`config.mk`:
```
export PLATFORM = sky130hd
export DESIGN_NAME = ring_count_reader
export DESIGN_NICKNAME = d
export VERILOG_FILES = /design/src/rtl/ring_count_reader.sv
export SDC_FILE = /design/constraint.sdc
export NUM_CORES = 1
export LEC_CHECK = 0
export CORE_MARGIN = 4
export CORE_UTILIZATION = 30
export DETAILED_ROUTE_END_ITERATION = 8
export SKIP_LAST_GASP = 1
export SLEW_MARGIN = 0
export SYNTH_ARGS = -nofsm -noshare
export SYNTH_HDL_FRONTEND = slang
export SYNTH_SLANG_ARGS = --single-unit
```
`constraint.sdc`:
```
create_clock -name clk -period 8.4 [get_ports clk]
set_clock_uncertainty 0.2 [all_clocks]
set_input_delay 1.68 -clock clk [delete_from_list [all_inputs] [get_ports clk]]
set_output_delay 1.68 -clock clk [all_outputs]
set_load 0.05 [all_outputs]
```
`src/rtl/ring_count_reader.sv`:
```
// Gated ring-oscillator count reader: clears the counter, opens a fixed gate,
// lets the count settle, captures it and sends it LSB byte first over 8N1 serial.
module ring_count_reader #(
  parameter int unsigned WINDOW       = 1000,
  parameter int unsigned SETTLE       = 4,
  parameter int unsigned CLKS_PER_BIT = 868
) (
  input  logic        clk,
  input  logic        rst,
  input  logic        start,
  input  logic [15:0] count_in,
  output logic        ring_en,
  output logic        cnt_clr,
  output logic        tx,
  output logic        busy,
  output logic        done,
  output logic [15:0] sample
);

  typedef enum logic [2:0] {
    ST_IDLE,
    ST_CLEAR,
    ST_GATE,
    ST_SETTLE,
    ST_CAPTURE,
    ST_TX,
    ST_DONE
  } state_t;

  localparam logic [15:0] GATE_LAST   = 16'(WINDOW - 1);
  localparam logic [15:0] SETTLE_LAST = 16'(SETTLE - 1);
  localparam logic [15:0] BIT_LAST    = 16'(CLKS_PER_BIT - 1);
  localparam logic [4:0]  LAST_BIT    = 5'd19;

  state_t      state;
  logic [15:0] cnt;
  logic [4:0]  bit_idx;

  // Bit idx 0..19 spans two 10-bit frames: start, 8 data LSB first, stop.
  function automatic logic frame_bit(input logic [15:0] data, input logic [4:0] idx);
    logic [4:0] pos;
    logic [7:0] byte_v;
    pos    = (idx >= 5'd10) ? idx - 5'd10 : idx;
    byte_v = (idx >= 5'd10) ? data[15:8] : data[7:0];
    if (pos == 5'd0)
      return 1'b0;
    else if (pos == 5'd9)
      return 1'b1;
    else
      return byte_v[3'(pos - 5'd1)];
  endfunction

  always_ff @(posedge clk or posedge rst) begin
    if (rst) begin
      state   <= ST_IDLE;
      cnt     <= '0;
      bit_idx <= '0;
      ring_en <= 1'b0;
      cnt_clr <= 1'b0;
      tx      <= 1'b1;
      busy    <= 1'b0;
      done    <= 1'b0;
      sample  <= '0;
    end else begin
      case (state)
        ST_IDLE: begin
          if (start) begin
            state   <= ST_CLEAR;
            cnt_clr <= 1'b1;
            busy    <= 1'b1;
          end
        end
        ST_CLEAR: begin
          state   <= ST_GATE;
          cnt_clr <= 1'b0;
          ring_en <= 1'b1;
          cnt     <= '0;
        end
        ST_GATE: begin
          if (cnt == GATE_LAST) begin
            state   <= ST_SETTLE;
            ring_en <= 1'b0;
            cnt     <= '0;
          end else begin
            cnt <= cnt + 16'd1;
          end
        end
        ST_SETTLE: begin
          if (cnt == SETTLE_LAST) begin
            state <= ST_CAPTURE;
            cnt   <= '0;
          end else begin
            cnt <= cnt + 16'd1;
          end
        end
        ST_CAPTURE: begin
          state   <= ST_TX;
          sample  <= count_in;
          tx      <= 1'b0;
          bit_idx <= '0;
          cnt     <= '0;
        end
        ST_TX: begin
          if (cnt == BIT_LAST) begin
            cnt <= '0;
            if (bit_idx == LAST_BIT) begin
              state <= ST_DONE;
              tx    <= 1'b1;
              done  <= 1'b1;
            end else begin
              bit_idx <= bit_idx + 5'd1;
              tx      <= frame_bit(sample, bit_idx + 5'd1);
            end
          end else begin
            cnt <= cnt + 16'd1;
          end
        end
        ST_DONE: begin
          state <= ST_IDLE;
          done  <= 1'b0;
          busy  <= 1'b0;
        end
        default: begin
          state <= ST_IDLE;
        end
      endcase
    end
  end

endmodule

```
# Yosys cells after proc, flatten, opt, wreduce, memory -nomap -nowiden
# Cells that the tools add are included.
dict set report word_totals {
  regBits 45
  latch_bits 0
  ram_bits 0
  rom_bits 0
  inputBits 19
  output_inout_bits 21
  wordCells 78
  n_memories 0
}
dict set report op_classes {
  n_addsub 4
  n_mul 0
  div 0
  order_cmp 2
  n_eq_ne 17
  shifts 0
  mux 30
  bitwise_logic 0
  reduce_logical 16
}
# op n
set op_table {}
lappend op_table {{$pmux W16 S4} 1}
lappend op_table {{$mux W16} 3}
lappend op_table {{$eq A16 B10 Y1 const B} 2}
lappend op_table {{$pmux W3 S6} 1}
lappend op_table {{$add A16 B1 Y16 const B} 1}
lappend op_table {{$eq A16 B2 Y1 const B} 1}
lappend op_table {{$mux W3} 5}
lappend op_table {{$mux W5} 3}
lappend op_table {{$ne A2 B2 Y1 const B} 6}
lappend op_table {{$pmux W1 S2} 5}
lappend op_table {{$pmux W5 S2} 1}
lappend op_table {{$reduce_bool A2 Y1} 5}
lappend op_table {{$eq A3 B3 Y1 const B} 3}
lappend op_table {{$mux W1} 9}
lappend op_table {{$mux W8} 1}
lappend op_table {{$reduce_and A2 Y1} 4}
lappend op_table {{$eq A3 B2 Y1 const B} 2}
lappend op_table {{$reduce_and A3 Y1} 2}
lappend op_table {{$add A5 B1 Y5 const B} 1}
lappend op_table {{$eq A5 B4 Y1 const B} 1}
lappend op_table {{$eq A5 B5 Y1 const B} 1}
lappend op_table {{$ge A5 B4 Y1 const B} 1}
lappend op_table {{$logic_not A5 Y1} 1}
lappend op_table {{$reduce_and A5 Y1} 1}
lappend op_table {{other kinds (8)} 8}

# Longest topological paths before layout
# Gate-level depths: netlist of the first run.
dict set report depth {
  word_depth 11
  depth_mapped 16
  depth_no_buf 12
}

# Worst setup path after synthesis of the first run
# OpenSTA, ideal clock, no wires.
dict set report synth_path {
  kind {reg-to-reg}
  startpoint {reg bit_idx[1]}
  endpoint {reg tx}
  setup_time_ns 0.077
  arrival_ns 3.142
  required_ns 8.123
  path_slack_ns 4.981
  stages_incl_launch_ff 17
  n_path_buf 4
  period_less_slack_ns 3.419
  path_cell_list {dfrtp_1 > buf_2 > inv_1 > ha_1 > clkbuf_1 > a32o_1 > a221oi_1 > nor3_2 > xnor2_1 > ha_1 > clkbuf_1 > clkbuf_1 > and2_1 > o21ai_0 > a41oi_1 > nand4_1 > a31oi_1}
}
dict set report synth_via {
  elab_chain_cells 11
  word_cells_on_any_way 16
  cone_classes {3 x add/sub; 1 x order compare; 2 x eq/ne; 9 x mux; 1 x reduce/logical}
}
# item line_no
set synth_lines {}
lappend synth_lines {{from (decl)} 37} ;# logic [4:0] bit_idx;
lappend synth_lines {{from (signal assigned)} 111} ;# bit_idx <= bit_idx + 5'd1;
lappend synth_lines {{$add A5 B1 Y5} 112} ;# tx <= frame_bit(sample, bit_idx + 5'd1);
lappend synth_lines {{$sub A5 B4 Y5 or $ge A5 B4 Y1 (tied branches)} {43, 44}}
lappend synth_lines {{$mux W5} 43} ;# pos = (idx >= 5'd10) ? idx - 5'd10 : idx;
lappend synth_lines {{$sub A3 B1 Y3} 50} ;# return byte_v[3'(pos - 5'd1)];
lappend synth_lines {{$bmux W1 S3} 50}
lappend synth_lines {{$mux W1 (not written as such)} 50}
lappend synth_lines {{$mux W1} 47} ;# else if (pos == 5'd9)
lappend synth_lines {{$mux W1} 45} ;# if (pos == 5'd0)
lappend synth_lines {{$mux W1 *} 106} ;# if (bit_idx == LAST_BIT) begin
lappend synth_lines {{$mux W1 *} 104} ;# if (cnt == BIT_LAST) begin
lappend synth_lines {{$pmux W1 S2 *} 65} ;# case (state)
lappend synth_lines {{to (signal assigned)} 112}
lappend synth_lines {{to (decl)} 14} ;# output logic tx,
# Mark *: on every way between the ends. The rest lies on a longest branch, timed or not. The select of a mux whose other input is x is not followed.
# A chain may end at the register's enable or synchronous reset.

# Worst setup path after layout of the first run
dict set report layout_path {
  startpoint {reg bit_idx[0]}
  endpoint {reg tx}
}
# The elaborated chain is that of the path after synthesis.

==> flow_metrics.env, run 1 <==
export IMPL_utilization=0.372
export IMPL_syn_instance_count=323
export IMPL_rows=35
export IMPL_vias=2463
export IMPL_timing_final_hold_violations=0
export IMPL_synth_area_um2=2920
export IMPL_period_minus_slack_ps=4110
export IMPL_clock_latency_ps=300
export IMPL_path_buf_inv=0
export IMPL_cp_startpoint="bit_idx[0]$_DFFE_PP0P_"
export IMPL_synthFlopType="dfrtp_1"
export IMPL_combinationalPowerShare=0.036
export IMPL_design_portCount=40
export IMPL_fin_cells=482
export IMPL_cts_root_buffer_cell="clkbuf_8"
export IMPL_ant_nets=0
export IMPL_multi_input_area_um2=1660
export IMPL_grt_max_degree=46
export IMPL_switching_share=0.223
export IMPL_p_per_area_nw_per_um2=105
export IMPL_grt_pass1_vias=2483
export IMPL_antenna_found_initial=0
export IMPL_die_area_um2=11400
export IMPL_async_flop_share=1.00
export IMPL_drtIter0Drc=177
export IMPL_die_width_um=107
export IMPL_port_buffers=39
export IMPL_required_ps=8420
export IMPL_path_cells="ha_1, a32o_1, a221oi_1, nor3_2, xnor2_1, ha_1, nand2b_1, a21boi_0, or4_1, nand4_1, a31oi_1"
export IMPL_p_leak_nw=1.36
export IMPL_syn_area_per_cell_um2=9.05
export IMPL_p_int_mw=0.283
export IMPL_vdd_ir_drop_max_v=0.0000755
export IMPL_path_class="flip-flop to flip-flop"
export IMPL_diodes=0
export IMPL_cpMostUsedCell="ha_1"
export IMPL_synth_warnings=0
export IMPL_max_clock_freq_ghz=0.243
export IMPL_clkPwrFrac=0.370
export IMPL_drc=0
export IMPL_yosys_area_share_xor_xnor=0.0509
export IMPL_relSlewSlack=0.483
export IMPL_yosysUniqueCellTypes=64
export IMPL_hp_start="cnt[0]$_DFFE_PP0P_"
export IMPL_rsz0062_at_grt="false"
export IMPL_crit_family="adder cells"
export IMPL_endpoint_kind="flip-flop"
export IMPL_htreeDepth=2
export IMPL_vias_per_cell=5.11
export IMPL_core_um2=9370
export IMPL_cts_hold_buf=0
export IMPL_fill_cells=985
export IMPL_grtUsageTotal=0.122
export IMPL_synth_edf_count=0
export IMPL_cts_sinks=45
export IMPL_timing_rr_start="bit_idx[0]$_DFFE_PP0P_"
export IMPL_drt_wl_total_um=6530
export IMPL_cts_buffers=5
export IMPL_syn_to_final_growth_pct=19.3
export IMPL_cts_resized_gates=0
export IMPL_finalNetCount=376
export IMPL_hold_class="flip-flop to flip-flop"
export IMPL_start_util=0.312
export IMPL_slowest_delay_ps=750
export IMPL_start_kind="flip-flop"
export IMPL_drv_cap=0
export IMPL_crit_fanout=25
export IMPL_clk_pin_slew_ps=90
export IMPL_finalCritPeriodShare=0.490
export IMPL_die_h_um=107
export IMPL_place_congestion=0.835
export IMPL_setup_viol=0
export IMPL_firstDrtPassIters=4
export IMPL_cts_path_max_buffers=2
export IMPL_cts_tree="yes"
export IMPL_synthAdderAreaFrac=0.0214
export IMPL_seqPwrFrac=0.594
export IMPL_grt_overflow_total=0
export IMPL_wl_per_cell_um=13.5
export IMPL_slew_violations=0
export IMPL_place_inst=474
export IMPL_synthMuxAreaShare=0.0877
export IMPL_cp_slowest_cell="ha_1"
export IMPL_hpwl_um=4640
export IMPL_finalSetupTns_ps=0
export IMPL_worstMarginPinSlew_ps=776
export IMPL_cts_setup_buffers=0
export IMPL_yosys_area_share_simple=0.245
export IMPL_drive_above_1_share=0.139
export IMPL_synth_compound_area_frac=0.161
export IMPL_p_sw_mw=0.0812
export IMPL_status="finished clean"
export IMPL_synth_top_family_by_area="simple AND/OR/NAND/NOR gates"
export IMPL_yosys_register_bits=45
export IMPL_syn_nets=347
export IMPL_worstPathArrival_ps=4130
export IMPL_grt_pass1_wl_um=11600
export IMPL_ff_latch_area_um2=1130
export IMPL_synth_seq_area_share=0.386
==> cells in the mapped netlist (all sizes together), types with 3 or more instances <==
library cell / instances / area share
dfrtp: 44 / 0.38
nand2: 30 / 0.039
nor2: 28 / 0.044
a21oi: 23 / 0.042
o21ai: 21 / 0.036
mux2: 17 / 0.065
inv: 14 / 0.018
nand3: 14 / 0.024
clkbuf: 11 / 0.014
nand2b: 10 / 0.021
nor3: 9 / 0.021
xnor2: 9 / 0.027
buf: 8 / 0.016
nand4: 8 / 0.017
xor2: 8 / 0.024
ha: 5 / 0.021
o31ai: 4 / 0.012
or3: 4 / 0.010
or4: 4 / 0.012
a21boi: 3 / 0.0077
a31oi: 3 / 0.0064
and2: 3 / 0.0064
nand3b: 3 / 0.0077
nor2b: 3 / 0.0064
nor4: 3 / 0.0086
==> worst register-to-register path, stage by stage, from the launching register on <==
cell	delay [ps]
dfrtp_1	640
ha_1	750
a32o_1	230
a221oi_1	90
nor3_2	500
xnor2_1	220
ha_1	530
nand2b_1	170
a21boi_0	70
or4_1	460
nand4_1	110
a31oi_1	80
==> flip-flops by register name, summed over array words and instances (netlist names) <==
| name | flops |
|---|---|
| cnt | 16 |
| tx | 1 |
| done | 1 |
| cnt_clr | 1 |
| bit_idx | 5 |
| sample | 16 |
| ring_en | 1 |
| busy | 1 |
| state | 3 |
==> cell families (layout without fill, tap and decap cells) <==
| logic type | count (synthesis) | in the layout |
|---|---|---|
| compound gates | 74 | 74 |
| flops | 45 | 45 |
| mux | 21 | 21 |
| simple gates | 128 | 128 |
| buf+inv | 33 | 63 |
| xor+xnor | 17 | 17 |
| fa+ha+maj | 5 | 5 |
==> metal layers <==
layer | track usage | wire length [um] | up-vias | part of all wire
li1 | - | - | 1216 | -
met1 | 0.157 | 3010 | 1197 | 0.46
met2 | 0.206 | 3200 | 42 | 0.49
met3 | 0.0277 | 257 | 8 | 0.039
met4 | 0.0292 | 62 | 0 | 0.0095
met5 | 0 | 0 | - | 0
==> metrics by stage <==
step	setup slack [ps]	cell area [um2]	hold slack, ps	power, mW
finish	4290	3490	329	0.364
CTS	4290	3490	329	0.370
global placement	4500	3400	311	0.234
floorplan	4980	2920	280	0.224
detailed placement	4320	3400	311	0.234
global route	3880	3490	362	0.380
==> area by class of cell <==
class,instances,area share
clock buffer,7,0.0219
tap,129,0.0463
timing repair buffer,41,0.116
sequential,45,0.323
inverter,14,0.0151
clock inverter,1,0.00215
multi-input combinational,245,0.475
==> final timing paths <==
path | endpoint | cells past startpoint | slack (ps)
max | tx$_DFFE_PP1P_ | 11 | 4290
min reg2reg | cnt[0]$_DFFE_PP0P_ | 1 | 330
min | cnt[0]$_DFFE_PP0P_ | 1 | 330
max in group asynchronous | sample[0]$_DFFE_PP0P_ | 3 | 5960
max reg2reg | tx$_DFFE_PP1P_ | 11 | 4290
min in group asynchronous | sample[1]$_DFFE_PP0P_ | 3 | 1640
==> cell usage in the layout, fill, tap and decap left out, types with 3 or more instances in the layout <==
cell type         n
inv_1            13
clkdlybuf4s50_1  39
a31oi_1           3
nand3_1          14
nor2_2           10
nor3_1            7
xor2_1            8
nand3b_1          3
a21boi_0          3
mux2_2           17
and2_1            3
or3_1             3
nand2_1          29
o31ai_1           3
o21ai_0          20
a21oi_1          21
nand4_1           8
or4_1             3
nor2b_1           3
dfrtp_1          44
clkbuf_8          5
nor2_1           18
xnor2_1           9
nand2b_1         10
ha_1              5
==> power by group through the flow <==
stage	logic [mW]	registers, mW	clock network [mW]
6_report	0.0131	0.216	0.135
5_1_grt	0.0147	0.216	0.149
4_1_cts	0.0137	0.216	0.139
2_1_floorplan	0.00354	0.221	0
3_5_place_dp	0.0136	0.221	0
3_3_place_gp	0.0133	0.221	0
No activity file was read; power rests on OpenSTA's default activity.
==> run 2: changes to the inputs <==
Clock period 8.4 ns to 3.45 ns, I/O delays scaled along.
==> run 2 against run 1 <==
  * Register-to-register slack got worse by 4000 ps
  * Combinational power increased by 150%
  * Critical path depth decreased by 1
  * Total power increased to 2.7 times the previous value
  * Design area increased by 4.3%
  * Setup slack got worse by 4000 ps
  * Maximum frequency increased by 28%
  * Count of clock-buffer cells in the layout unchanged
  * Routed wire length decreased by 0.46%
  * Sequential share of layout area decreased by 1.3 points
  * Clock power increased to 3.1 times the previous value
  * Critical endpoint unchanged
  * Largest power group unchanged
  * Highest routed layer unchanged
==> flow_metrics.env, run 2 (synthesis results as in run 1) <==
export IMPL_timing_rr_start="bit_idx[0]$_DFFE_PP0P_"
export IMPL_wl_per_cell_um=13.1
export IMPL_grt_overflow_total=0
export IMPL_start_util=0.312
export IMPL_timing_final_hold_violations=0
export IMPL_core_um2=9370
export IMPL_post_place_ws_ps=253
export IMPL_cts_tree="yes"
export IMPL_hold_class="flip-flop to flip-flop"
export IMPL_relSlewSlack=0.525
export IMPL_grt_pass1_vias=2341
export IMPL_drv_cap=0
export IMPL_holdWs_ps=329
export IMPL_path_class="flip-flop to flip-flop"
export IMPL_combinationalPowerShare=0.033
export IMPL_finalNetCount=390
export IMPL_grt_pass1_wl_um=11200
export IMPL_p_leak_nw=1.45
export IMPL_grtUsageTotal=0.116
export IMPL_place_congestion=0.880
export IMPL_die_width_um=107
export IMPL_vias=2440
export IMPL_htreeDepth=2
export IMPL_setup_ws_ps=243
export IMPL_cp_startpoint="bit_idx[0]$_DFFE_PP0P_"
export IMPL_antenna_found_initial=0
export IMPL_port_buffers=39
export IMPL_drive_above_1_share=0.177
export IMPL_crit_fanout=13
export IMPL_reg_top3="cnt (16), sample (16), bit_idx (5)"
export IMPL_final_common_cell="dfrtp_1"
export IMPL_finalSetupTns_ps=0
export IMPL_firstDrtPassIters=4
export IMPL_switching_share=0.199
export IMPL_final_cell_mix="dfrtp_1 (44), clkdlybuf4s50_1 (39), nand2_1 (29)"
export IMPL_drc=0
export IMPL_period_minus_slack_ps=3210
export IMPL_grt_max_degree=21
export IMPL_worstMarginPinSlew_ps=708
export IMPL_syn_to_final_growth_pct=24.4
export IMPL_die_h_um=107
export IMPL_rows=35
export IMPL_required_ps=3470
export IMPL_start_kind="flip-flop"
export IMPL_cts_path_max_buffers=2
export IMPL_slew_violations=0
export IMPL_cts_root_buffer_cell="clkbuf_8"
export IMPL_rsz0062_at_grt="false"
export IMPL_clock_latency_ps=290
export IMPL_status="finished clean"
export IMPL_ant_nets=0
export IMPL_cts_sinks=45
export IMPL_endpoint_kind="flip-flop"
export IMPL_drtIter0Drc=104
export IMPL_p_per_area_nw_per_um2=269
export IMPL_design_portCount=40
export IMPL_finalCritPeriodShare=0.930
export IMPL_hp_start="cnt[0]$_DFFE_PP0P_"
export IMPL_vias_per_cell=4.92
export IMPL_clkPwrFrac=0.427
export IMPL_p_sw_mw=0.195
export IMPL_p_int_mw=0.783
export IMPL_worstPathArrival_ps=3230
export IMPL_seqPwrFrac=0.539
export IMPL_max_clock_freq_ghz=0.312
export IMPL_hpwl_um=4730
export IMPL_die_area_um2=11400
export IMPL_setup_viol=0
export IMPL_cts_buffers=5
export IMPL_drt_wl_total_um=6500
export IMPL_diodes=0
export IMPL_vdd_ir_drop_max_v=0.000220
export IMPL_clk_pin_slew_ps=90
==> run 2: cell types whose count changed in the layout (fill, tap and decap cells not counted), sizes merged <==
| cell | previous run | this run |
|---|---|---|
| buf | 2 | 16 |
| bufinv | 0 | 1 |
| clkinvlp | 1 | 0 |
==> run 2: worst paths after layout <==
check                                    endpoint  slack (ps)  cells after the start
hold reg to reg                cnt[0]$_DFFE_PP0P_         330                      1
min in group asynchronous  sample[11]$_DFFE_PP0P_         500                      2
max in group asynchronous      cnt[3]$_DFFE_PP0P_        1970                      3
setup / recovery                   tx$_DFFE_PP1P_         240                     10
hold / removal                 cnt[0]$_DFFE_PP0P_         330                      1
setup reg to reg                   tx$_DFFE_PP1P_         240                     10
==> run 2: layout make-up <==
cell class	count	area, um2
Fill cell	973	5730
Multi-Input combinational cell	245	1670
Sequential cell	45	1130
Timing Repair Buffer	55	510
Tap cell	129	161
Clock buffer	7	86.3
Inverter	14	52.6
Clock inverter	1	30.0
==> run 2: repair_timing <==
item / in CTS / in global routing
resized for setup: 0 / 2
buffers inserted: 0 / 0
endpoints found under the setup margin: 0 / 1
hold buffers: 0 / 0
==> run 2: layer usage <==
| layer | GRT usage | vias to the layer above | wire length (um) |
|---|---|---|---|
| met5 | 0 | - | 0 |
| met4 | 0.0329 | 0 | 25 |
| met3 | 0.0223 | 2 | 180 |
| met2 | 0.184 | 34 | 3050 |
| met1 | 0.162 | 1153 | 3240 |
| li1 | - | 1251 | - |
==> run 2: power by group through the flow <==
stage	Sequential, mW	Combinational, mW	Clock [mW]
6_report	0.527	0.0327	0.418
5_1_grt	0.527	0.0363	0.456
3_5_place_dp	0.537	0.0338	0
4_1_cts	0.527	0.0339	0.437
3_3_place_gp	0.537	0.0336	0
2_1_floorplan	0.537	0.00862	0
==> run 2: stage by stage <==
| stage | utilization | std cells | total power [mW] | area [um2] |
|---|---|---|---|---|
| CTS | 0.387 | 496 | 0.998 | 3620 |
| floorplan | - | 323 | 0.546 | 2920 |
| global route | 0.388 | 496 | 1.02 | 3640 |
| global placement | 0.374 | 488 | 0.571 | 3510 |
| detailed placement | 0.374 | 488 | 0.571 | 3510 |
| finish | 0.388 | 496 | 0.977 | 3640 |
==> run 2: critical path, stage by stage, from the launching register on <==
cell	delay (ps)
dfrtp_1	420
ha_1	350
buf_4	230
a311oi_1	320
nor3_2	90
xnor2_1	190
ha_1	420
mux4_2	510
mux2_2	270
nand2_1	60
a31oi_1	70
==> run 3: changes to the inputs <==
Settings changed: CORE_MARGIN 4 to 10.
==> run 3 against run 2 <==
  * Non-clock buffer count unchanged
  * Count of clock-buffer cells in the layout unchanged
  * Largest power group unchanged
  * Register-to-register slack about the same
  * Combinational power about the same
  * Critical path type unchanged
  * Critical path depth up 1
  * Sequential power about the same
  * Utilization down 0.43 points
  * Total power down 9.6%
  * First-iteration DRC count down 9.6%
  * Routed wire length up 4.7%
  * Clock power down 22%
  * Critical endpoint unchanged
==> flow_metrics.env, run 3 (synthesis results as in run 1) <==
export IMPL_status="finished clean"
export IMPL_relSlewSlack=0.587
export IMPL_reg_top3="cnt (16), sample (16), bit_idx (5)"
export IMPL_wl_per_cell_um=13.7
export IMPL_vias_per_cell=5.01
export IMPL_cts_path_max_buffers=2
export IMPL_final_cell_mix="dfrtp_1 (44), clkdlybuf4s50_1 (39), nand2_1 (29)"
export IMPL_r2r_cells=11
export IMPL_path_class="flip-flop to flip-flop"
export IMPL_cts_sinks=45
export IMPL_cts_buffers=5
export IMPL_drt_wl_total_um=6810
export IMPL_place_area_um2=3510
export IMPL_drtIter0Drc=94
export IMPL_hp_start="cnt[0]$_DFFE_PP0P_"
export IMPL_hold_class="flip-flop to flip-flop"
export IMPL_final_common_cell="dfrtp_1"
export IMPL_finalSetupTns_ps=0
export IMPL_utilization=0.384
export IMPL_clk_pin_slew_ps=80
export IMPL_period_minus_slack_ps=3220
export IMPL_whs_path_depth=1
export IMPL_cts_hold_buf=0
export IMPL_rrSetupSlack_ps=230
export IMPL_syn_to_final_growth_pct=23.0
export IMPL_hpwl_um=5190
export IMPL_core_um2=9370
export IMPL_die_width_um=119
export IMPL_design_portCount=40
export IMPL_worstReg2RegEnd="tx$_DFFE_PP1P_"
export IMPL_p_per_area_nw_per_um2=246
export IMPL_cts_tree="yes"
export IMPL_start_kind="flip-flop"
export IMPL_finalCritPeriodShare=0.932
export IMPL_holdWs_ps=329
export IMPL_slew_violations=0
export IMPL_clock_latency_ps=300
export IMPL_rsz0062_at_grt="false"
export IMPL_port_buffers=39
export IMPL_min_to="cnt[0]$_DFFE_PP0P_"
export IMPL_setup_viol=0
export IMPL_vias=2487
export IMPL_firstDrtPassIters=4
export IMPL_required_ps=3480
export IMPL_ant_nets=0
export IMPL_grt_overflow_total=0
export IMPL_cts_root_buffer_cell="clkbuf_8"
export IMPL_die_area_um2=14100
export IMPL_finalNetCount=390
export IMPL_rows=35
export IMPL_htreeDepth=2
export IMPL_crit_fanout=16
export IMPL_timing_rr_start="bit_idx[1]$_DFFE_PP0P_"
export IMPL_worstMarginPinSlew_ps=616
export IMPL_antenna_found_initial=0
export IMPL_diodes=0
export IMPL_grtUsageTotal=0.0969
export IMPL_max_clock_freq_ghz=0.311
export IMPL_drv_cap=0
export IMPL_timing_final_hold_violations=0
export IMPL_drc=0
export IMPL_place_congestion=0.879
export IMPL_p_leak_nw=1.42
export IMPL_grt_pass1_wl_um=11900
export IMPL_design_area_um2=3600
export IMPL_p_total_mw=0.884
export IMPL_worstPathArrival_ps=3250
export IMPL_endpoint_kind="flip-flop"
export IMPL_drive_above_1_share=0.177
export IMPL_vdd_ir_drop_max_v=0.000155
export IMPL_grt_pass1_vias=2514
export IMPL_grt_max_degree=21
export IMPL_die_h_um=119
export IMPL_start_util=0.312
run 3: cell types whose count changed in the layout (fill, tap and decap cells not counted):
| cell | delta |
|---|---|
| ha_2 | +2 |
| bufinv_16 | -1 |
| clkbuf_1 | +1 |
| clkbuf_8 | -1 |
| clkinvlp_4 | +1 |
| ha_1 | -1 |
| ha_4 | -1 |
run 3: per-layer routing:
layer	part of all wire	routed length, um	vias up	GRT usage
met5	0	0	-	0
met4	0.013	87	0	0.0290
met3	0.057	386	7	0.0300
met2	0.49	3340	36	0.167
met1	0.44	2990	1197	0.112
li1	-	-	1247	-
run 3: where the power goes:
group,switching (mW),leakage (nW),total [mW],internal (mW)
clock network,0.181,0.0385,0.324,0.144
logic,0.0132,0.785,0.0329,0.0197
registers,0,0.600,0.527,0.527
run 3: final cells by class:
class                      instances  area [um2]
clock buffer                       7        76.3
clock inverter                     1        7.51
fill                             978        5770
inverter                          14        52.6
multi-input combinational        245        1660
sequential                        45        1130
tap                              129         161
timing repair buffer              55         510
run 3: worst max-delay path: stages, from the launching register on:
cell      delay [ps]
dfrtp_1          450
inv_1             70
ha_1             290
buf_4            200
a221oi_1         330
nor3_2           110
xnor2_1          160
ha_1             410
mux4_2           510
mux2_2           280
nand2_1           60
a31oi_1           70
run 3: worst max path at each step:
stage	startpoint	to	slack (ps)	depth (start not counted)
after CTS	bit_idx[0]$_DFFE_PP0P_	tx$_DFFE_PP1P_	80	12
after global placement	bit_idx[0]$_DFFE_PP0P_	tx$_DFFE_PP1P_	230	12
after floorplan	bit_idx[1]$_DFFE_PP0P_	tx$_DFFE_PP1P_	30	16
final	bit_idx[1]$_DFFE_PP0P_	tx$_DFFE_PP1P_	230	11
after detailed placement	bit_idx[0]$_DFFE_PP0P_	tx$_DFFE_PP1P_	150	12
after global routing	bit_idx[1]$_DFFE_PP0P_	tx$_DFFE_PP1P_	10	13
run 3: repair_timing:
item / in CTS / in global routing
setup endpoints to repair: 0 / 1
setup buffers: 0 / 0
resized for setup: 0 / 2
run 3: metrics by stage:
step | std cells | worst slack, ps
5_1_grt | 496 | 12.8
4_1_cts | 496 | 83.6
3_3_place_gp | 488 | 235
2_1_floorplan | 323 | 30.8
3_5_place_dp | 488 | 149
6_report | 496 | 233
